File: config.mk
export PLATFORM = sky130hd
export DESIGN_NAME = uart_tx_arbiter
export DESIGN_NICKNAME = d
export VERILOG_FILES = /design/src/rtl/uart_arb_pkg.sv /design/src/rtl/rr_priority_pick.sv /design/src/rtl/uart_tx_arbiter.sv
export SDC_FILE = /design/constraint.sdc
export NUM_CORES = 1
export LEC_CHECK = 0
export BUFFER_PORTS_ARGS = -buffer_cell sky130_fd_sc_hd__buf_2
export CAP_MARGIN = 25
export CORE_MARGIN = 8
export CORE_UTILIZATION = 35
export DETAILED_ROUTE_END_ITERATION = 8
export PLACE_DENSITY = 0.67
export SKIP_CTS_REPAIR_TIMING = 1
export SYNTH_ARGS = -nofsm -noshare
export SYNTH_HDL_FRONTEND = slang
export SYNTH_SLANG_ARGS = --single-unit
File: constraint.sdc
create_clock -name sys_clk -period 1.9 [get_ports sys_clk]
set_clock_uncertainty 0.2 [all_clocks]
set_input_delay 0.095 -clock sys_clk [delete_from_list [all_inputs] [get_ports sys_clk]]
set_output_delay 0.095 -clock sys_clk [all_outputs]
set_load 0.01 [all_outputs]
File: src/rtl/uart_arb_pkg.sv
// uart_arb_pkg
//   Shared types and constants for the round-robin UART transmitter arbiter.
//   - arb_state_t : arbiter FSM states (TAG_* states exist only when
//                   UART_ARB_TAG_EN is defined)
//   - TAG_HI      : upper nibble of the tag byte (UART_ARB_TAG_EN only)
//   - TMR_W       : width of the start-of-frame timeout counter
//   - IDX_W       : width of a requester index (NUM_REQ <= 16)
//   - wrap_inc()  : index + 1 modulo n
package uart_arb_pkg;

   localparam int unsigned TMR_W = 16;
   localparam int unsigned IDX_W = 4;

`ifdef UART_ARB_TAG_EN
   localparam logic [3:0] TAG_HI = 4'hA;

   typedef enum logic [2:0] {
      IDLE,
      LAUNCH,
      WAIT_START,
      WAIT_DONE,
      TAG_LAUNCH,
      TAG_WAIT_START,
      TAG_WAIT_DONE
   } arb_state_t;
`else
   typedef enum logic [1:0] {
      IDLE,
      LAUNCH,
      WAIT_START,
      WAIT_DONE
   } arb_state_t;
`endif

   function automatic logic [IDX_W-1:0] wrap_inc(input logic [IDX_W-1:0] idx,
                                                 input int unsigned     n);
      if (32'(idx) + 32'd1 >= n) return '0;
      return idx + 1'b1;
   endfunction

endpackage

File: src/rtl/rr_priority_pick.sv
// rr_priority_pick
//   Combinational round-robin pick: the first asserted request found when
//   searching upward from index ptr, wrapping modulo N.
//   Parameters: N (request count), PTR_W (width of ptr).
//   Ports:
//     req   in  N      request vector
//     ptr   in  PTR_W  index where the search starts
//     win   out N      one-hot winner (all zero when nothing is requested)
//     valid out 1      at least one request is asserted
module rr_priority_pick #(
   parameter int unsigned N     = 4,
   parameter int unsigned PTR_W = 2
) (
   input  logic [N-1:0]     req,
   input  logic [PTR_W-1:0] ptr,
   output logic [N-1:0]     win,
   output logic             valid
);

   // Two passes replace the modulo walk: indices at or above ptr first,
   // then the wrapped-around indices below ptr.
   always_comb begin
      win   = '0;
      valid = 1'b0;
      for (int unsigned i = 0; i < N; i++) begin
         if (!valid && req[i] && (i >= 32'(ptr))) begin
            win[i] = 1'b1;
            valid  = 1'b1;
         end
      end
      for (int unsigned i = 0; i < N; i++) begin
         if (!valid && req[i] && (i < 32'(ptr))) begin
            win[i] = 1'b1;
            valid  = 1'b1;
         end
      end
   end

endmodule

File: src/rtl/uart_tx_arbiter.sv
// uart_tx_arbiter
//   Shares one byte-wide UART transmitter between NUM_REQ requesters with
//   round-robin arbitration. The winner's byte is latched, the transmitter is
//   started with a one-cycle tx_en, and its busy level is followed through
//   start and end of frame before done is returned to the winner.
//   Optional build macro UART_ARB_TAG_EN: each grant sends a tag byte
//   {4'hA, winner[3:0]} ahead of the data byte.
//   Parameters: NUM_REQ (2..16), DATA_W (8), START_TIMEOUT (>= 2).
//   Ports:
//     sys_clk     in  1          clock, rising edge
//     reset       in  1          asynchronous, active-low reset
//     req         in  NUM_REQ    request levels, held with data until gnt
//     req_data    in  NUM_REQ*8  packed bytes, requester i at [8i+7:8i]
//     gnt         out NUM_REQ    one-hot grant pulse, byte latched
//     done        out NUM_REQ    one-hot completion pulse
//     tx_data     out 8          byte presented to the transmitter
//     tx_en       out 1          transmitter start pulse
//     tx_busy     in  1          transmitter busy level
//     arb_busy    out 1          arbiter is not idle
//     err_timeout out 1          sticky: tx_busy never rose after a launch
module uart_tx_arbiter
   import uart_arb_pkg::*;
#(
   parameter int unsigned NUM_REQ       = 4,
   parameter int unsigned DATA_W        = 8,
   parameter int unsigned START_TIMEOUT = 16
) (
   input  logic                      sys_clk,
   input  logic                      reset,
   input  logic [NUM_REQ-1:0]        req,
   input  logic [NUM_REQ*DATA_W-1:0] req_data,
   output logic [NUM_REQ-1:0]        gnt,
   output logic [NUM_REQ-1:0]        done,
   output logic [DATA_W-1:0]         tx_data,
   output logic                      tx_en,
   input  logic                      tx_busy,
   output logic                      arb_busy,
   output logic                      err_timeout
);

   arb_state_t          state, state_nxt;
   logic [IDX_W-1:0]    ptr, ptr_nxt;
   logic [NUM_REQ-1:0]  wsel, wsel_nxt;
   logic [TMR_W-1:0]    timer, timer_nxt;
   logic [NUM_REQ-1:0]  gnt_nxt, done_nxt;
   logic [DATA_W-1:0]   tx_data_nxt;
   logic                tx_en_nxt, arb_busy_nxt, err_nxt;
`ifdef UART_ARB_TAG_EN
   logic [DATA_W-1:0]   data_q, data_q_nxt;
`endif

   logic [NUM_REQ-1:0]  pick_win;
   logic                pick_valid;
   logic [IDX_W-1:0]    pick_idx;
   logic [DATA_W-1:0]   pick_byte;

   rr_priority_pick #(
      .N     (NUM_REQ),
      .PTR_W (IDX_W)
   ) u_pick (
      .req   (req),
      .ptr   (ptr),
      .win   (pick_win),
      .valid (pick_valid)
   );

   always_comb begin
      pick_idx  = '0;
      pick_byte = '0;
      for (int unsigned i = 0; i < NUM_REQ; i++) begin
         if (pick_win[i]) begin
            pick_idx  = IDX_W'(i);
            pick_byte = req_data[i*DATA_W +: DATA_W];
         end
      end
   end

   // Every output is computed one cycle ahead and registered, so the actions
   // listed for a state appear on the outputs in the cycle after it.
   always_comb begin
      state_nxt   = state;
      ptr_nxt     = ptr;
      wsel_nxt    = wsel;
      timer_nxt   = timer;
      gnt_nxt     = '0;
      done_nxt    = '0;
      tx_en_nxt   = 1'b0;
      tx_data_nxt = tx_data;
      err_nxt     = err_timeout;
`ifdef UART_ARB_TAG_EN
      data_q_nxt  = data_q;
`endif
      case (state)
         IDLE: begin
            // Foreign traffic on the transmitter blocks arbitration.
            if (pick_valid && !tx_busy) begin
               gnt_nxt  = pick_win;
               wsel_nxt = pick_win;
               ptr_nxt  = wrap_inc(pick_idx, NUM_REQ);
`ifdef UART_ARB_TAG_EN
               tx_data_nxt = {TAG_HI, pick_idx};
               data_q_nxt  = pick_byte;
               state_nxt   = TAG_LAUNCH;
`else
               tx_data_nxt = pick_byte;
               state_nxt   = LAUNCH;
`endif
            end
         end
         LAUNCH: begin
            tx_en_nxt = 1'b1;
            timer_nxt = '0;
            state_nxt = WAIT_START;
         end
         WAIT_START: begin
            if (tx_busy) begin
               state_nxt = WAIT_DONE;
            end else if (timer == TMR_W'(START_TIMEOUT - 1)) begin
               err_nxt   = 1'b1;
               state_nxt = IDLE;
            end else begin
               timer_nxt = timer + 1'b1;
            end
         end
         WAIT_DONE: begin
            if (!tx_busy) begin
               done_nxt  = wsel;
               state_nxt = IDLE;
            end
         end
`ifdef UART_ARB_TAG_EN
         TAG_LAUNCH: begin
            tx_en_nxt = 1'b1;
            timer_nxt = '0;
            state_nxt = TAG_WAIT_START;
         end
         TAG_WAIT_START: begin
            if (tx_busy) begin
               state_nxt = TAG_WAIT_DONE;
            end else if (timer == TMR_W'(START_TIMEOUT - 1)) begin
               err_nxt   = 1'b1;
               state_nxt = IDLE;
            end else begin
               timer_nxt = timer + 1'b1;
            end
         end
         TAG_WAIT_DONE: begin
            if (!tx_busy) begin
               tx_data_nxt = data_q;
               state_nxt   = LAUNCH;
            end
         end
`endif
         default: state_nxt = IDLE;
      endcase
      arb_busy_nxt = (state_nxt != IDLE);
   end

   always_ff @(posedge sys_clk or negedge reset) begin
      if (!reset) begin
         state       <= IDLE;
         ptr         <= '0;
         wsel        <= '0;
         timer       <= '0;
         gnt         <= '0;
         done        <= '0;
         tx_en       <= 1'b0;
         tx_data     <= '0;
         arb_busy    <= 1'b0;
         err_timeout <= 1'b0;
`ifdef UART_ARB_TAG_EN
         data_q      <= '0;
`endif
      end else begin
         state       <= state_nxt;
         ptr         <= ptr_nxt;
         wsel        <= wsel_nxt;
         timer       <= timer_nxt;
         gnt         <= gnt_nxt;
         done        <= done_nxt;
         tx_en       <= tx_en_nxt;
         tx_data     <= tx_data_nxt;
         arb_busy    <= arb_busy_nxt;
         err_timeout <= err_nxt;
`ifdef UART_ARB_TAG_EN
         data_q      <= data_q_nxt;
`endif
      end
   end

endmodule

==> results.cfg <==
[final_layout]
final_area_um2 = 3330
drive_gt1_share_pct = 45.8
areaGrowthSynthToFinish_pct = 46.8
final_net_count = 365
layout.cells.non_filler = 402
fillers = 561
antennaDiodeCount = 0

[clock_network]
clk_latency_ps = 300
cts_made_buffers = 5
tritoncts = yes
clkSinkCount = 44
path_clk_slew_ps = 90
ctsLongestPathBuffers = 2
htree_levels = 2
cts-root-buf = clkbuf_8

[die]
die_w_um = 96.6
dieArea_um2 = 9330
die_h_um = 96.6
coreArea_um2 = 6310
num_io_pins = 58
start_util_pct = 36.0
rows = 29

[critical_path]
critPathLaunchType = register
cp.required_ps = 1890
crit_path_max_fanout = 8
end_kind = register
crit_type = reg2reg
cp.arrival_ps = 1960

[global_routing]
grt_pass1_wl_um = 9890
antenna_found_initial = 0
first_global_vias = 2115
grt_overflow_total = 0
grtUsageTotal_pct = 13.4
grt_max_degree = 24

[placed_design]
port_buffers = 57
gp_congestion = 0.830
place_area_um2 = 2940
dpl.hpwl_um = 4750
post-place-ws_ps = -116
dp_cells = 377

[sta]
finalCritPeriodShare_pct = 104
timing_hold_violations_final = 5
fin_setup_tns_ps = -142
holdWs_ps = -23.5
finalSetupViolations = 7
fin_crit_ps = 1970
clock.fmax_mhz = 508
slew_headroom_pct = 61.6
setup_ws_ps = -68.2
drv_slew = 0
worst_pin_slew_ps = 577
rsz0062_at_grt = true

[pwr]
p_leak_uw = 0.00160
p_int_uw = 2350
p_comb_share_pct = 43.3
powerDensity_nw_per_um2 = 1070
clkPwrFrac_pct = 20.4
pwr-share-seq_pct = 36.2
peakVddDrop_uv = 495
switching_share_pct = 34.3
p_sw_uw = 1220

[routing]
route.vias.total = 2083
routed_wl_um = 6190
vias_per_cell = 5.18
drtIter0Drc = 84
firstDrtPassIters = 4
wl_per_cell_um = 15.4
drt.antenna.violating_nets = 0
drc = 0

[synthesis]
synthCells = 212
syn_nets = 253
ys_ff_latch = 44
syn-cell-area_um2 = 2270
synth.area.top_cells = dfrtp_1 48%, a221o_1 3.5%, nor2_1 3.3%, a311oi_1 3.1%, nand3_1 3.1%
syn_avg_cell_area_um2 = 10.7
yosysWarningCount = 0
ys_types = 47
synth-seq-area-share_pct = 48.5
synth_top_area_share_pct = 48.5
netlist.top_cell.by_area = dfrtp_1

[run]
max_cap_viol_count = 0

[min_path]
hold_path.class = in2reg

[status]
outcome = finished with violations
violations = negative hold slack, negative setup slack
[final timing paths]
path,startpoint,to,slack [ps],cells past startpoint
hold / removal,tx_busy,gnt[2],-20,3
min in group asynchronous,reset,tx_en,90,2
max in group asynchronous,reset,timer[5],890,3
hold reg to reg,err_timeout,err_timeout,270,1
setup reg to reg,ptr[1],ptr[1],-70,7
setup / recovery,ptr[1],ptr[1],-70,7
[final cells by class]
cell class / count / area, um2 / share of cell area [%]
Clock buffer: 5 / 68.8 / 2.06
Clock inverter: 3 / 46.3 / 1.39
Inverter: 5 / 18.8 / 0.563
Multi-Input combinational cell: 155 / 1250 / 37.4
Sequential cell: 44 / 1100 / 33.1
Tap cell: 77 / 96.3 / 2.89
Timing Repair Buffer: 113 / 751 / 22.5
[per-layer routing]
| layer | global-route usage, % | wire length, um | part of all wire [%] | vias to the layer above |
|---|---|---|---|---|
| met2 | 21.2 | 2960 | 48 | 45 |
| met5 | 0 | 0 | 0 | - |
| met3 | 4.40 | 324 | 5.2 | 8 |
| met1 | 16.8 | 2820 | 46 | 1013 |
| li1 | - | - | - | 1017 |
| met4 | 4.54 | 77 | 1.2 | 0 |
[power groups by stage]
stage / clock, uW / combinational [uW] / sequential, uW
after global routing: 790 / 1690 / 1320
after CTS: 763 / 1370 / 1300
after floorplan: 0 / 716 / 1350
final: 731 / 1550 / 1300
after detailed placement: 0 / 1370 / 1320
after global placement: 0 / 1330 / 1310
[cell families (layout without fill, tap and decap cells)]
| logic type | count (synthesis) | count (layout) | share of synthesized area (%) |
|---|---|---|---|
| buffers and inverters | 13 | 126 | 2.97 |
| muxes | 3 | 3 | 1.43 |
| and+or+nand+nor | 81 | 81 | 20.0 |
| DFF | 44 | 44 | 48.5 |
| adders and majority gates | 2 | 2 | 1.10 |
| AOI/OAI and AO/OA | 55 | 55 | 20.6 |
| xor gates and xnor gates | 14 | 14 | 5.40 |
[cell usage after synthesis (all sizes together)]
| library cell | n |
|---|---|
| dfrtp | 44 |
| nor2 | 20 |
| nand3 | 14 |
| nand2 | 10 |
| and3 | 9 |
| a211oi | 8 |
| a221o | 8 |
| a311oi | 8 |
| o211ai | 8 |
| xor2 | 8 |
| and2 | 6 |
| xnor2 | 6 |
| a21o | 5 |
| buf | 5 |
| inv | 5 |
| a21oi | 4 |
| o21ai | 4 |
| and4 | 3 |
| clkbuf | 3 |
| nand4 | 3 |
| nor2b | 3 |
| nor4 | 3 |
| o21bai | 3 |
| ha | 2 |
| mux2 | 2 |
| nand2b | 2 |
| o22ai | 2 |
| or2 | 2 |
| a22oi | 1 |
| a2bb2oi | 1 |
| and2b | 1 |
| mux2i | 1 |
| nand3b | 1 |
| nor3 | 1 |
| nor3b | 1 |
| nor4b | 1 |
| o21a | 1 |
| o221ai | 1 |
| o31ai | 1 |
| or3 | 1 |
[placed cells by master, fill, tap and decap left out, drive strengths merged, types with 3 or more instances in the layout]
| cell | n |
|---|---|
| a21o | 5 |
| a211oi | 8 |
| dfrtp | 44 |
| a21oi | 4 |
| o211ai | 8 |
| xor2 | 8 |
| and4 | 3 |
| o21ai | 4 |
| and2 | 6 |
| xnor2 | 6 |
| o21bai | 3 |
| nor4 | 3 |
| nor2b | 3 |
| a311oi | 8 |
| nor2 | 20 |
| inv | 6 |
| buf | 103 |
| nand3 | 14 |
| clkbuf | 5 |
| a221o | 8 |
| dlygate4sd3 | 10 |
| nand4 | 3 |
| nand2 | 10 |
| and3 | 9 |
[worst max-delay path, cell delays in order (launching register included)]
cell	delay, ps
dfrtp_2	480
o21bai_4	190
a22oi_2	210
o22ai_2	120
nand2_2	110
nand2_2	70
ha_4	210
mux2_4	260
[flip-flops by register name, indices dropped and copies added (netlist names), 2 cells and up]
register and cells:
wsel 4, timer 16, ptr 3, gnt 4, tx_data 8, state 2
done 4
[metrics by stage]
| step | hold WS, ps | util, % | total power (uW) |
|---|---|---|---|
| floorplan | -401 | - | 2060 |
| global placement | -103 | 46.6 | 2640 |
| detailed placement | -101 | 46.6 | 2690 |
| CTS | -441 | 48.5 | 3430 |
| global route | -14.1 | 52.8 | 3800 |
| finish | -23.5 | 52.8 | 3580 |
Note: power is estimated with default switching activity, not from simulation.
